<file path="config.mk">
export PLATFORM = sky130hd
export DESIGN_NAME = kbd_filter
export DESIGN_NICKNAME = d
export VERILOG_FILES = /design/src/rtl/kbd_filter.sv
export SDC_FILE = /design/constraint.sdc
export NUM_CORES = 1
export LEC_CHECK = 0
export BUFFER_PORTS_ARGS = -buffer_cell sky130_fd_sc_hd__buf_2
export CAP_MARGIN = 20
export CORE_MARGIN = 2
export CORE_UTILIZATION = 39
export DETAILED_ROUTE_END_ITERATION = 8
export HOLD_SLACK_MARGIN = 0.12
export MAX_ROUTING_LAYER = met4
export SYNTH_ARGS = -nofsm -noshare
export SYNTH_HDL_FRONTEND = slang
export SYNTH_SLANG_ARGS = --single-unit
export TNS_END_PERCENT = 5
</file>
<file path="constraint.sdc">
create_clock -name clk -period 2.47 [get_ports clk]
set_input_delay 0.1235 -clock clk [delete_from_list [all_inputs] [get_ports clk]]
set_output_delay 0.1235 -clock clk [all_outputs]
set_load 0.01 [all_outputs]
</file>
<file path="src/rtl/kbd_filter.sv">
// ---------------------------------------------------------------------------
// kbd_filter
//
// Receive-side stage between the FT245 FIFO read path and the 6821 PIA
// keyboard port (port A plus the CA1 strobe). Raw host bytes arrive over a
// valid/ready handshake. Each byte is translated to Apple-1 keyboard
// conventions as it is accepted, and the result is stored in a small FIFO.
// Characters then go to the PIA one at a time: PA is loaded, held stable for
// one cycle, strobed on CA1 for STROBE_CYCLES cycles, and the block then
// waits for the CPU to read port A.
//
// Parameters:
//   DEPTH          character buffer entries (power of two, >= 2)
//   STROBE_CYCLES  CA1 high time in clk cycles (1..255)
//
// Ports:
//   clk        in   system clock
//   reset      in   synchronous, active-high reset
//   in_valid   in   raw byte available from the FIFO read path
//   in_data    in   raw host byte [7:0]
//   in_ready   out  block can accept a byte this cycle (combinational)
//   pia_rd     in   one-cycle pulse: CPU read PIA port A
//   pia_pa     out  character to PIA port A [6:0] (registered)
//   pia_ca1    out  keyboard strobe, active high (registered)
//   overflow   out  sticky: host held in_valid against a stalled input for
//                   more than 1024 consecutive cycles; cleared only by reset
//
// Build option:
//   KBD_UPCASE_EN  when defined, lowercase a..z is folded to uppercase
//                  (the standard Apple-1 build, whose monitor only accepts
//                  uppercase). When undefined the fold logic is not built.
// ---------------------------------------------------------------------------

module kbd_filter #(
    parameter int DEPTH         = 4,
    parameter int STROBE_CYCLES = 8
) (
    input  logic       clk,
    input  logic       reset,
    input  logic       in_valid,
    input  logic [7:0] in_data,
    output logic       in_ready,
    input  logic       pia_rd,
    output logic [6:0] pia_pa,
    output logic       pia_ca1,
    output logic       overflow
);

    localparam int          AW          = $clog2(DEPTH);
    localparam logic [7:0]  STROBE_LAST = 8'(STROBE_CYCLES - 1);
    localparam logic [10:0] STALL_LIMIT = 11'd1024;

    typedef enum logic [1:0] {
        ST_IDLE,
        ST_SETUP,
        ST_STROBE,
        ST_WAIT
    } state_t;

    // -----------------------------------------------------------------------
    // Character buffer
    // -----------------------------------------------------------------------
    // Pointers carry one extra wrap bit so full and empty are distinguishable
    // without a separate count.
    logic [6:0]  mem [DEPTH];
    logic [AW:0] wr_ptr;
    logic [AW:0] rd_ptr;
    logic        full;
    logic        empty;

    assign empty = (wr_ptr == rd_ptr);
    assign full  = (wr_ptr[AW] != rd_ptr[AW]) &&
                   (wr_ptr[AW-1:0] == rd_ptr[AW-1:0]);

    // No bypass: a pop in the same cycle never frees a slot for a push when
    // the buffer is full.
    assign in_ready = !full && !reset;

    // -----------------------------------------------------------------------
    // Translation (applied at accept time)
    // -----------------------------------------------------------------------
    logic [6:0] in_char;
    logic [6:0] xl_char;
    logic       xl_drop;
    logic       cr_seen;
    logic       accept;
    logic       push;
    logic       pop;

    // Bit 7 is always cleared, so the MSB of the raw byte never matters.
    logic unused_in_msb;
    assign unused_in_msb = in_data[7];

    assign in_char = in_data[6:0];

    // NOTE: every output of a combinational block gets a default on entry;
    // otherwise a path that skips the assignment infers a latch.
    always_comb begin
        xl_char = in_char;
        xl_drop = 1'b0;
        case (in_char)
            7'h0D: xl_char = 7'h0D;
            7'h0A: begin
                // LF straight after CR collapses into the CR already stored;
                // a lone LF becomes CR, the Apple-1 line terminator.
                xl_char = 7'h0D;
                xl_drop = cr_seen;
            end
            7'h7F: xl_char = 7'h5F;  // Apple-1 rubout is the underscore
            7'h00: xl_drop = 1'b1;
            default: begin
`ifdef KBD_UPCASE_EN
                if (in_char >= 7'h61 && in_char <= 7'h7A) begin
                    xl_char = in_char - 7'h20;
                end
`endif
            end
        endcase
    end

    assign accept = in_valid && in_ready;
    // A dropped byte still completes the handshake but is never written.
    assign push   = accept && !xl_drop;

    // NOTE: the storage array has no reset; emptiness is tracked by the
    // pointers alone, so clearing them is enough and the array can map onto
    // plain RAM.
    always_ff @(posedge clk) begin
        if (push) begin
            mem[wr_ptr[AW-1:0]] <= xl_char;
        end
    end

    // NOTE: clocked state is always updated with non-blocking assignments so
    // every register samples the pre-edge value of every other register.
    always_ff @(posedge clk) begin
        if (reset) begin
            wr_ptr  <= '0;
            rd_ptr  <= '0;
            cr_seen <= 1'b0;
        end else begin
            if (push) begin
                wr_ptr <= wr_ptr + (AW+1)'(1);
            end
            if (pop) begin
                rd_ptr <= rd_ptr + (AW+1)'(1);
            end
            // Only a CR arms the LF collapse; any other accepted byte,
            // including a dropped one, disarms it.
            if (accept) begin
                cr_seen <= (in_char == 7'h0D);
            end
        end
    end

    // -----------------------------------------------------------------------
    // Stall watchdog: counts consecutive cycles the host offers a byte while
    // the input is stalled. The flag is a debug aid and is sticky.
    // -----------------------------------------------------------------------
    logic [10:0] stall_cnt;
    logic        stalled;

    assign stalled = in_valid && !in_ready;

    always_ff @(posedge clk) begin
        if (reset) begin
            stall_cnt <= '0;
            overflow  <= 1'b0;
        end else if (stalled) begin
            // stall_cnt holds the number of earlier stalled cycles in this
            // run; reaching the limit here means this is cycle 1025.
            if (stall_cnt == STALL_LIMIT) begin
                overflow <= 1'b1;
            end else begin
                stall_cnt <= stall_cnt + 11'd1;
            end
        end else begin
            stall_cnt <= '0;
        end
    end

    // -----------------------------------------------------------------------
    // Output FSM: PA load, one setup cycle, CA1 strobe, wait for CPU read.
    // -----------------------------------------------------------------------
    state_t     state;
    logic [7:0] strobe_cnt;
    logic       rd_latched;

    assign pop = (state == ST_IDLE) && !empty;

    always_ff @(posedge clk) begin
        if (reset) begin
            state      <= ST_IDLE;
            pia_pa     <= '0;
            pia_ca1    <= 1'b0;
            strobe_cnt <= '0;
            rd_latched <= 1'b0;
        end else begin
            case (state)
                ST_IDLE: begin
                    if (!empty) begin
                        pia_pa     <= mem[rd_ptr[AW-1:0]];
                        rd_latched <= 1'b0;
                        state      <= ST_SETUP;
                    end
                end

                ST_SETUP: begin
                    // PA has been stable for one cycle; start the strobe.
                    pia_ca1    <= 1'b1;
                    strobe_cnt <= STROBE_LAST;
                    state      <= ST_STROBE;
                    if (pia_rd) begin
                        rd_latched <= 1'b1;
                    end
                end

                ST_STROBE: begin
                    if (strobe_cnt == 8'd0) begin
                        pia_ca1    <= 1'b0;
                        rd_latched <= 1'b0;
                        // A read that already arrived during the strobe means
                        // the CPU has the character; skip the wait.
                        if (rd_latched || pia_rd) begin
                            state <= ST_IDLE;
                        end else begin
                            state <= ST_WAIT;
                        end
                    end else begin
                        strobe_cnt <= strobe_cnt - 8'd1;
                        if (pia_rd) begin
                            rd_latched <= 1'b1;
                        end
                    end
                end

                ST_WAIT: begin
                    if (pia_rd) begin
                        state <= ST_IDLE;
                    end
                end

                default: state <= ST_IDLE;
            endcase
        end
    end

endmodule
</file>
==> results of run 1 <==
-- power groups by stage --
stage,clock network [mW],logic [mW],registers (mW)
after global routing,0.915,1.08,1.41
final,0.846,0.962,1.39
after global placement,0,0.958,1.42
after CTS,0.866,0.979,1.40
after floorplan,0,0.758,1.41
after detailed placement,0,0.970,1.42
-- registers in the layout (all words and copies together) (netlist names) --
signal and flops:
mem 28, stall_cnt 11, strobe_cnt 8, pia_pa 7, rd_ptr 3, wr_ptr 3, state 2, cr_seen 1
overflow 1, pia_ca1 1, rd_latched 1
-- through the flow --
step,worst slack [ns],utilization (%)
2_1_floorplan,0.644,-
3_3_place_gp,0.611,42.7
3_5_place_dp,0.615,42.7
4_1_cts,0.576,45.6
5_1_grt,0.399,45.6
6_report,0.571,45.6
-- final cells by class --
cell class	instances	area [sq um]	share of cell area (%)
Sequential cell	66	1600	45.9
Multi-Input combinational cell	172	1340	38.4
Timing Repair Buffer	29	178	5.09
Tap cell	102	128	3.66
Clock buffer	9	124	3.55
Clock inverter	7	62.6	1.79
Inverter	15	56.3	1.61
-- placed cells by master, fill, tap and decap left out, drive strengths merged, types with 2 or more instances in the layout --
| master | n |
|---|---|
| a32o | 2 |
| buf | 25 |
| o21ai | 4 |
| a21o | 3 |
| a2111o | 2 |
| inv | 17 |
| nand3 | 11 |
| nor2b | 2 |
| a211oi | 2 |
| a31oi | 2 |
| a21oi | 9 |
| nor2 | 28 |
| nand2b | 2 |
| a311oi | 2 |
| ha | 14 |
| nand2 | 8 |
| clkinv | 4 |
| nand4 | 2 |
| edfxtp | 28 |
| mux4 | 7 |
| nor4 | 4 |
| xnor2 | 10 |
| dlygate4sd3 | 4 |
| xor2 | 5 |
| and3 | 4 |
| mux2i | 10 |
| or3 | 3 |
| a21boi | 3 |
| clkbuf | 9 |
| nand3b | 3 |
| nor3 | 9 |
| o311ai | 2 |
| dfxtp | 38 |
-- layer usage --
| metal | vias up | global-route usage (%) | share of wire [%] |
|---|---|---|---|
| met5 | - | - | 0 |
| met4 | 0 | 6.47 | 2.0 |
| li1 | 1034 | - | - |
| met3 | 14 | 2.60 | 3.7 |
| met2 | 34 | 20.9 | 46 |
| met1 | 991 | 17.5 | 48 |
-- kinds of logic after synthesis --
| family | share of synthesized area (%) |
|---|---|
| mux | 8.81 |
| buf+inv | 3.65 |
| simple gates | 14.8 |
| flops | 52.5 |
| xor+xnor | 4.30 |
| compound gates | 10.2 |
| fa+ha+maj | 5.74 |
-- worst paths after layout --
check	startpoint	to	depth (start not counted)	slack, ns
setup / recovery	strobe_cnt[0]$_SDFFE_PP0P_	state[0]$_SDFFE_PP0P_	6	0.57
hold / removal	in_data[1]	cr_seen$_SDFFE_PP0P_	4	0.17
setup reg to reg	strobe_cnt[0]$_SDFFE_PP0P_	state[0]$_SDFFE_PP0P_	6	0.57
hold reg to reg	wr_ptr[2]$_SDFFE_PP0P_	wr_ptr[2]$_SDFFE_PP0P_	2	0.48
-- cell usage after synthesis, types with 7 or more instances --
master,n
inv_1,15
nor2_1,28
dfxtp_1,38
nand3_1,11
a21oi_1,9
edfxtp_1,28
nand2_1,8
mux2i_1,10
mux4_2,7
ha_1,14
nor3_1,8
xnor2_1,10
-- worst min-delay path, cell delays in order --
cell and delay (ns):
buf_2 0.13, nor3_1 0.07, nand3b_1 0.07, a21oi_1 0.06
==> reports/results.tsv, run 1 <==
stage	metric	value	unit
clock_network	CTS Hold Bufs	4	
synthesis	cell area after synthesis	3050	sq um
clock_network	CTS root buf	clkbuf_8	
detailed_routing	DRT Pass-1 Iters	4	
critical_path	cells along the critical path	inv_1, ha_1, nor4b_4, a21boi_0, a2111oi_0, nor3_1	
synthesis	Synth Register Bits	66	
pwr	part of the power in registers	43.5	%
timing	final setup TNS	0	ns
synthesis	ys async rst share	0	%
timing	Final Max Tran Viols	0	
clock_network	Setup Buffers After CTS	0	
synthesis	largest area contributor in the netlist	edfxtp_1	
floorplanning	die footprint	8550	sq um
cells_and_area	Nets	319	
placement	final RePlAce weighted congestion	0.768	
placement	post-DP HPWL	3750	microns
timing	Fin. Hold Viols	0	
global_routing	GRT overflow	0	
synthesis	Syn Area/Cell	11.6	sq um
critical_path	Worst EP required	2.67	ns
global_routing	first-pass GRT wire length	8810	microns
cells_and_area	Area growth syn-to-layout	14.3	%
pwr	PD cells	918	nW/um^2
detailed_routing	vias per cell	5.18	
floorplanning	die span in y	92.5	microns
floorplanning	FP Rows	32	
synthesis	Syn Nets	290	
pwr	LEAKAGE	1.28	nW
synthesis	Synthesis Warnings	0	
synthesis	Synth area leaders	edfxtp_1 (28%), dfxtp_1 (25%), ha_1 (5.7%)	
clock_network	H-tree depth	3	
floorplanning	Die W	92.5	microns
synthesis	EDFF count, synth	28	
synthesis	Cells after Synth	264	
timing	Least-Margin Pin Slew	0.544	ns
critical_path	CP startpoint kind	register	
clock_network	Post-CTS Resized	0	
job	max_cap viols	0	
critical_path	CP bufs+invs	1	
outcome	status	finished clean	
timing	Max Clk Rate	0.527	GHz
timing	final setup skew	0.0104	ns
timing	Fin Hold WS	0.171	ns
pwr	VDD IR max	354	uV
timing	final worst path period need	1.90	ns
cells_and_area	number of fill cells	695	
timing	final worst path period share	76.9	%
detailed_routing	WL/cell	13.5	microns
floorplanning	# IOs	22	
placement	dpl cells	380	
synthesis	Primary FF master, synth	dfxtp_1	
detailed_routing	DRC violations left	0	
clock_network	CTS tree	built	
synthesis	Synth cell types	54	
detailed_routing	drt first-iter violations	108	
detailed_routing	final wirelength	5400	microns
pwr	net switching power of the design	1.09	mW
global_routing	number of global-route vias before repair	1867	
critical_path	family with the most delay on the worst path	compound AO/OA/AOI/OAI gates	
timing	max_slew headroom	63.4	%
placement	dpl cell area	3260	sq um
clock_network	worst skew pair latency	0.34	ns
critical_path	CP arrival	2.10	ns
timing	unrepaired setup endpoints after global routing	false	
floorplanning	initial core utilization	39.9	%
cells_and_area	fraction of layout cells with a size suffix above 1	18.8	%
clock_network	CTS buffer count	9	
detailed_routing	Routed Antenna Nets	0	
pwr	clock share of power	26.4	%
critical_path	CP max-delay cell	a2111oi_0	
synthesis	Seq/Total Area, Yosys	52.5	%
floorplanning	core area	7650	sq um
clock_network	Clock Pin Slew Worst Setup and Hold Paths	0.08	ns
global_routing	Overall Global Routing Usage	13.6	%
pwr	Comb pwr share	30.0	%
cells_and_area	final std cells w/o fill	400	
critical_path	worst-path fanout max	8	
synthesis	Synth top area share	27.5	%
timing	final-report setup violation count	0	
pwr	Final Power	3.20	mW
critical_path	crit-path max cell delay	0.42	ns
clock_network	Clock Path Buffers	2	
worst_hold_path	HP Class	input port to register	
placement	Port Buffers	20	
global_routing	largest net degree at the start of global routing	28	
pwr	sw frac	33.9	%
cells_and_area	ant diodes	0	
critical_path	Crit Path Class	register to register	
critical_path	CP Capture Type	register	
detailed_routing	via count	2073	
clock_network	Clock Sinks	66	
pwr	Int Pwr	2.12	mW
cells_and_area	Finished Cell Area	3490	sq um
global_routing	antenna violations before repair	0	
(Power assumes the default switching activity.)
==> run 2: changes to the inputs <==
- clock period: 2.47 -> 1.8 ns (I/O delays scaled with it)
==> run 2 against run 1 <==
  * Hold slack worse by 0.027 ns
  * Register-to-register slack got worse by 0.46 ns
  * Via count grew 0.34%
  * Non-clock buffer count rose by 10
  * Sequential share of layout area fell by 1.6 points
  * Die area unchanged
  * Flip-flop and latch count stayed put
  * Design area grew 3.8%
  * Sequential power rose by 36%
  * Largest cell class unchanged
  * Largest power group unchanged
  * Highest routed layer unchanged
==> reports/results.tsv, run 2 (synthesis results as in run 1) <==
stage	metric	value	unit
cells_and_area	fraction of layout cells with a size suffix above 1	23.4	%
timing	final worst path period share	97.7	%
timing	Final Max Tran Viols	0	
pwr	VDD IR max	481	uV
global_routing	antenna violations before repair	0	
timing	final setup skew	0.0109	ns
pwr	LEAKAGE	1.35	nW
timing	Least-Margin Pin Slew	0.525	ns
worst_hold_path	Hold Startpoint	in_data[2]	
detailed_routing	drt first-iter violations	53	
detailed_routing	via count	2080	
pwr	net switching power of the design	1.53	mW
cells_and_area	most frequent cells in the layout	dfxtp_1 (37), nor2_1 (28), edfxtp_1 (28), buf_2 (20)	
timing	final-report setup violation count	0	
floorplanning	FP Rows	32	
placement	post-DP HPWL	3990	microns
pwr	PD cells	1330	nW/um^2
worst_hold_path	HP Class	input port to register	
critical_path	FF-to-FF setup slack	0.11	ns
critical_path	CP arrival	1.84	ns
worst_hold_path	hold path cells	2	
cells_and_area	post-layout util	47.3	%
cells_and_area	number of fill cells	707	
global_routing	GRT overflow	0	
critical_path	Worst EP required	1.88	ns
detailed_routing	DRT Pass-1 Iters	4	
critical_path	reg-to-reg endpoint	strobe_cnt[7]$_SDFFE_PP0P_	
cells_and_area	final std cells w/o fill	410	
clock_network	CTS root buf	clkbuf_8	
floorplanning	core area	7650	sq um
timing	Fin Hold WS	0.145	ns
cells_and_area	Nets	329	
critical_path	CP startpoint kind	input port	
detailed_routing	DRC violations left	0	
timing	Fin. Hold Viols	0	
timing	final setup TNS	0	ns
global_routing	first-pass GRT wire length	9940	microns
cells_and_area	most common cell after layout, fill and taps aside	dfxtp_1	
cells_and_area	Register Area	1600	sq um
placement	final RePlAce weighted congestion	0.809	
clock_network	H-tree depth	3	
timing	max_slew headroom	64.7	%
pwr	Comb pwr share	31.3	%
cells_and_area	multi-input logic area	1360	sq um
floorplanning	initial core utilization	39.9	%
critical_path	worst-path fanout max	7	
job	max_cap viols	0	
global_routing	largest net degree at the start of global routing	27	
clock_network	CTS buffer count	9	
timing	Max Clk Rate	0.569	GHz
clock_network	Setup Buffers After CTS	0	
placement	dpl cell area	3340	sq um
timing	final worst path period need	1.76	ns
pwr	part of the power in registers	39.4	%
clock_network	Clock Sinks	66	
timing	unrepaired setup endpoints after global routing	false	
clock_network	Clock Pin Slew Worst Setup and Hold Paths	0.08	ns
cells_and_area	ant diodes	0	
detailed_routing	Routed Antenna Nets	0	
global_routing	number of global-route vias before repair	2039	
critical_path	Reg2Reg Launch Point	state[0]$_SDFFE_PP0P_	
floorplanning	die footprint	8550	sq um
clock_network	worst skew pair latency	0.35	ns
cells_and_area	Finished Cell Area	3620	sq um
worst_hold_path	Hold Path Sink	mem[2][2]$_DFFE_PP_	
detailed_routing	vias per cell	5.07	
placement	dpl cells	390	
critical_path	CP Capture Type	register	
floorplanning	die span in y	92.5	microns
cells_and_area	max FFs per register	28	
critical_path	Reg2Reg Depth	6	
clock_network	CTS tree	built	
clock_network	Clock Path Buffers	2	
global_routing	Overall Global Routing Usage	15.4	%
outcome	status	finished clean	
critical_path	Crit Path Class	input port to register	
floorplanning	# IOs	22	
detailed_routing	final wirelength	5770	microns
pwr	clock share of power	29.3	%
detailed_routing	WL/cell	14.1	microns
pwr	Int Pwr	3.28	mW
placement	Port Buffers	20	
floorplanning	Die W	92.5	microns
pwr	sw frac	31.7	%
cells_and_area	Area growth syn-to-layout	18.6	%
-- run 2: changes by cell type in the layout (fill, tap and decap cells not counted), moves of 2 or more --
cell / change
and3_1: -3
and3_2: +3
buf_4: +10
bufinv_16: +2
clkinv_4: -3
clkinvlp_4: +2
-- run 2: worst max-delay path by stage --
stage | start | end | slack (ns) | cells past startpoint
floorplan | state[0]$_SDFFE_PP0P_ | strobe_cnt[7]$_SDFFE_PP0P_ | 0.02 | 7
global placement | strobe_cnt[0]$_SDFFE_PP0P_ | strobe_cnt[1]$_SDFFE_PP0P_ | 0.09 | 6
detailed placement | strobe_cnt[0]$_SDFFE_PP0P_ | strobe_cnt[1]$_SDFFE_PP0P_ | 0.04 | 6
CTS | in_data[4] | mem[0][1]$_DFFE_PP_ | 0.007 | 5
global route | state[0]$_SDFFE_PP0P_ | strobe_cnt[7]$_SDFFE_PP0P_ | 0.01 | 6
finish | in_data[4] | mem[0][1]$_DFFE_PP_ | 0.04 | 5
-- run 2: timing repair --
item                       in CTS  in global routing
hold endpoints to repair       13                  0
hold buffers                    4                  0
setup endpoints to repair       0                 28
resized for setup               0                  7
-- run 2: worst max-delay path, stage by stage --
cell	delay, ns
dlygate4sd3_1	0.53
buf_2	0.16
or3_4	0.35
a2111o_1	0.38
and3_2	0.32
-- run 2: power groups by stage --
stage / registers [mW] / logic (mW) / clock network, mW
finish: 1.89 / 1.51 / 1.41
CTS: 1.89 / 1.51 / 1.45
global route: 1.92 / 1.70 / 1.52
detailed placement: 1.93 / 1.50 / 0
global placement: 1.92 / 1.48 / 0
floorplan: 1.94 / 1.05 / 0
-- run 2: final cells by class --
type	instances	share of cell area (%)
clock inverters	7	2.83
repair buffers	39	6.98
inverters	15	1.55
flip-flops and latches	66	44.3
multi-input cells	172	37.4
well taps	102	3.52
clock buffers	9	3.42
-- run 2: metal layers --
metal / GRT usage [%] / part of all wire, %
met1: 18.6 / 48
met2: 24.5 / 48
met3: 4.48 / 2.8
met4: 6.34 / 1.6
met5: - / 0
-- run 2: through the flow --
step	worst slack (ns)	total power [mW]
finish	0.0413	4.81
global route	0.0118	5.14
CTS	0.00657	4.86
detailed placement	0.0440	3.42
global placement	0.0907	3.39
floorplan	0.0172	2.99
==> run 3: changes to the inputs <==
- SETUP_SLACK_MARGIN: default -> 0.05
==> run 3 against run 2 <==
  * Sequential share of layout area is 0.51 points higher
  * Combinational power hardly changed
  * Critical path depth is 1 higher
  * Clock power is 14% lower
  * Routed wire length is 1.7% lower
  * Worst setup slack better by 0.047 ns
  * Clock-buffer cell count is 2 higher
==> reports/results.tsv, run 3 (synthesis results as in run 1) <==
stage	metric	value	unit
outcome	status	finished clean	
pwr	sw frac	32.2	%
detailed_routing	vias per cell	5.01	
cells_and_area	number of fill cells	728	
global_routing	M3 GR Usage	3.66	%
critical_path	CP startpoint kind	register	
pwr	part of the power in registers	41.0	%
clock_network	worst skew pair latency	0.34	ns
clock_network	Clock Path Buffers	2	
detailed_routing	via count	2048	
timing	final setup skew	0.0135	ns
global_routing	GRT overflow	0	
timing	final-report setup violation count	0	
pwr	clock share of power	26.1	%
detailed_routing	WL/cell	13.9	microns
worst_hold_path	HP Class	input port to register	
global_routing	Overall Global Routing Usage	15.0	%
pwr	PD cells	1290	nW/um^2
placement	post-DP HPWL	3910	microns
cells_and_area	max FFs per register	28	
critical_path	CP Capture Type	register	
timing	final worst path period need	1.71	ns
floorplanning	FP Rows	32	
clock_network	H-tree depth	3	
detailed_routing	Routed Antenna Nets	0	
clock_network	CTS tree	built	
global_routing	met1 usage	17.8	%
critical_path	Worst Setup SP	state[0]$_SDFFE_PP0P_	
worst_hold_path	Hold Startpoint	in_data[1]	
global_routing	largest net degree at the start of global routing	27	
timing	final setup TNS	0	ns
cells_and_area	most frequent cells in the layout	dfxtp_1 (37), nor2_1 (28), edfxtp_1 (28), buf_2 (20), inv_1 (15)	
timing	Fin. Hold Viols	0	
global_routing	first-pass GRT wire length	9840	microns
placement	Port Buffers	20	
global_routing	antenna violations before repair	0	
global_routing	grt met2 use	24.9	%
timing	Final Max Tran Viols	0	
clock_network	Clock Sinks	66	
pwr	LEAKAGE	1.33	nW
detailed_routing	final wirelength	5670	microns
floorplanning	initial core utilization	39.9	%
critical_path	Crit Path Class	register to register	
placement	dpl cells	389	
floorplanning	core area	7650	sq um
detailed_routing	DRT Pass-1 Iters	4	
cells_and_area	Finished Cell Area	3580	sq um
floorplanning	die span in y	92.5	microns
timing	Max Clk Rate	0.584	GHz
cells_and_area	ant diodes	0	
floorplanning	die footprint	8550	sq um
placement	dpl cell area	3340	sq um
cells_and_area	most common cell after layout, fill and taps aside	dfxtp_1	
global_routing	grt peak-use layer	met2	
pwr	Int Pwr	3.13	mW
cells_and_area	final std cells w/o fill	409	
timing	Least-Margin Pin Slew	0.542	ns
detailed_routing	drt first-iter violations	65	
pwr	Comb pwr share	32.9	%
clock_network	Clock Pin Slew Worst Setup and Hold Paths	0.07	ns
timing	unrepaired setup endpoints after global routing	true	
timing	max_slew headroom	63.5	%
detailed_routing	DRC violations left	0	
cells_and_area	fraction of layout cells with a size suffix above 1	21.5	%
clock_network	CTS buffer count	9	
critical_path	Reg2Reg Launch Point	state[0]$_SDFFE_PP0P_	
critical_path	worst-path fanout max	4	
pwr	Final Power	4.62	mW
pwr	net switching power of the design	1.49	mW
critical_path	Worst EP required	2.06	ns
floorplanning	# IOs	22	
clock_network	CTS root buf	clkbuf_8	
timing	final worst path period share	95.1	%
job	max_cap viols	0	
floorplanning	Die W	92.5	microns
cells_and_area	Area growth syn-to-layout	17.3	%
critical_path	CP arrival	1.98	ns
pwr	VDD IR max	470	uV
global_routing	number of global-route vias before repair	2090	
cells_and_area	Nets	328	
placement	final RePlAce weighted congestion	0.757	
==> run 3: final timing paths <==
check	slack, ns	endpoint	depth (start not counted)
max	0.09	strobe_cnt[5]$_SDFFE_PP0P_	6
min	0.15	cr_seen$_SDFFE_PP0P_	4
max reg2reg	0.09	strobe_cnt[5]$_SDFFE_PP0P_	6
min reg2reg	0.45	strobe_cnt[0]$_SDFFE_PP0P_	1
==> run 3: layer usage <==
metal,routed length (microns),vias to the layer above
met1,2700,978
met2,2750,19
li1,-,1044
met3,139,7
met5,0,-
met4,74,0
==> run 3: cell type report <==
class / instances / area (sq um) / share of cell area, %
multi-input combinational: 172 / 1360 / 38.0
clock inverter: 5 / 56.3 / 1.57
sequential: 66 / 1600 / 44.8
tap: 102 / 128 / 3.57
clock buffer: 11 / 131 / 3.67
inverter: 15 / 56.3 / 1.57
timing repair buffer: 38 / 245 / 6.85
==> run 3: through the flow <==
stage,hold slack (ns),setup slack (ns),util [%]
global route,0.171,0.0143,46.8
finish,0.154,0.0879,46.8
detailed placement,0.363,0.0621,43.6
global placement,0.357,0.0835,43.6
CTS,0.148,0.0489,46.6
floorplan,0.258,0.0172,-
==> run 3: worst max-delay path, stage by stage (launching register included) <==
cell and delay, ns:
dfxtp_1 0.31, inv_1 0.07, ha_1 0.15, or4b_4 0.51, a21o_1 0.19, o41a_1 0.31, nor2_1 0.10
==> run 3: timing repair <==
action                                  4_1_cts  5_1_grt
endpoints found under the hold margin        13        0
hold buffers                                  4        0
endpoints found under the setup margin        2        7
gates resized for setup                       1        4
gates cloned                                  0        0
setup buffers                                 0        0
pin swaps                                     0        1
==> run 3: power by group through the flow <==
stage / Combinational, mW / Clock [mW] / Sequential [mW]
6_report: 1.52 / 1.21 / 1.89
5_1_grt: 1.69 / 1.31 / 1.92
4_1_cts: 1.51 / 1.24 / 1.89
3_5_place_dp: 1.48 / 0 / 1.92
3_3_place_gp: 1.47 / 0 / 1.92
2_1_floorplan: 1.05 / 0 / 1.94
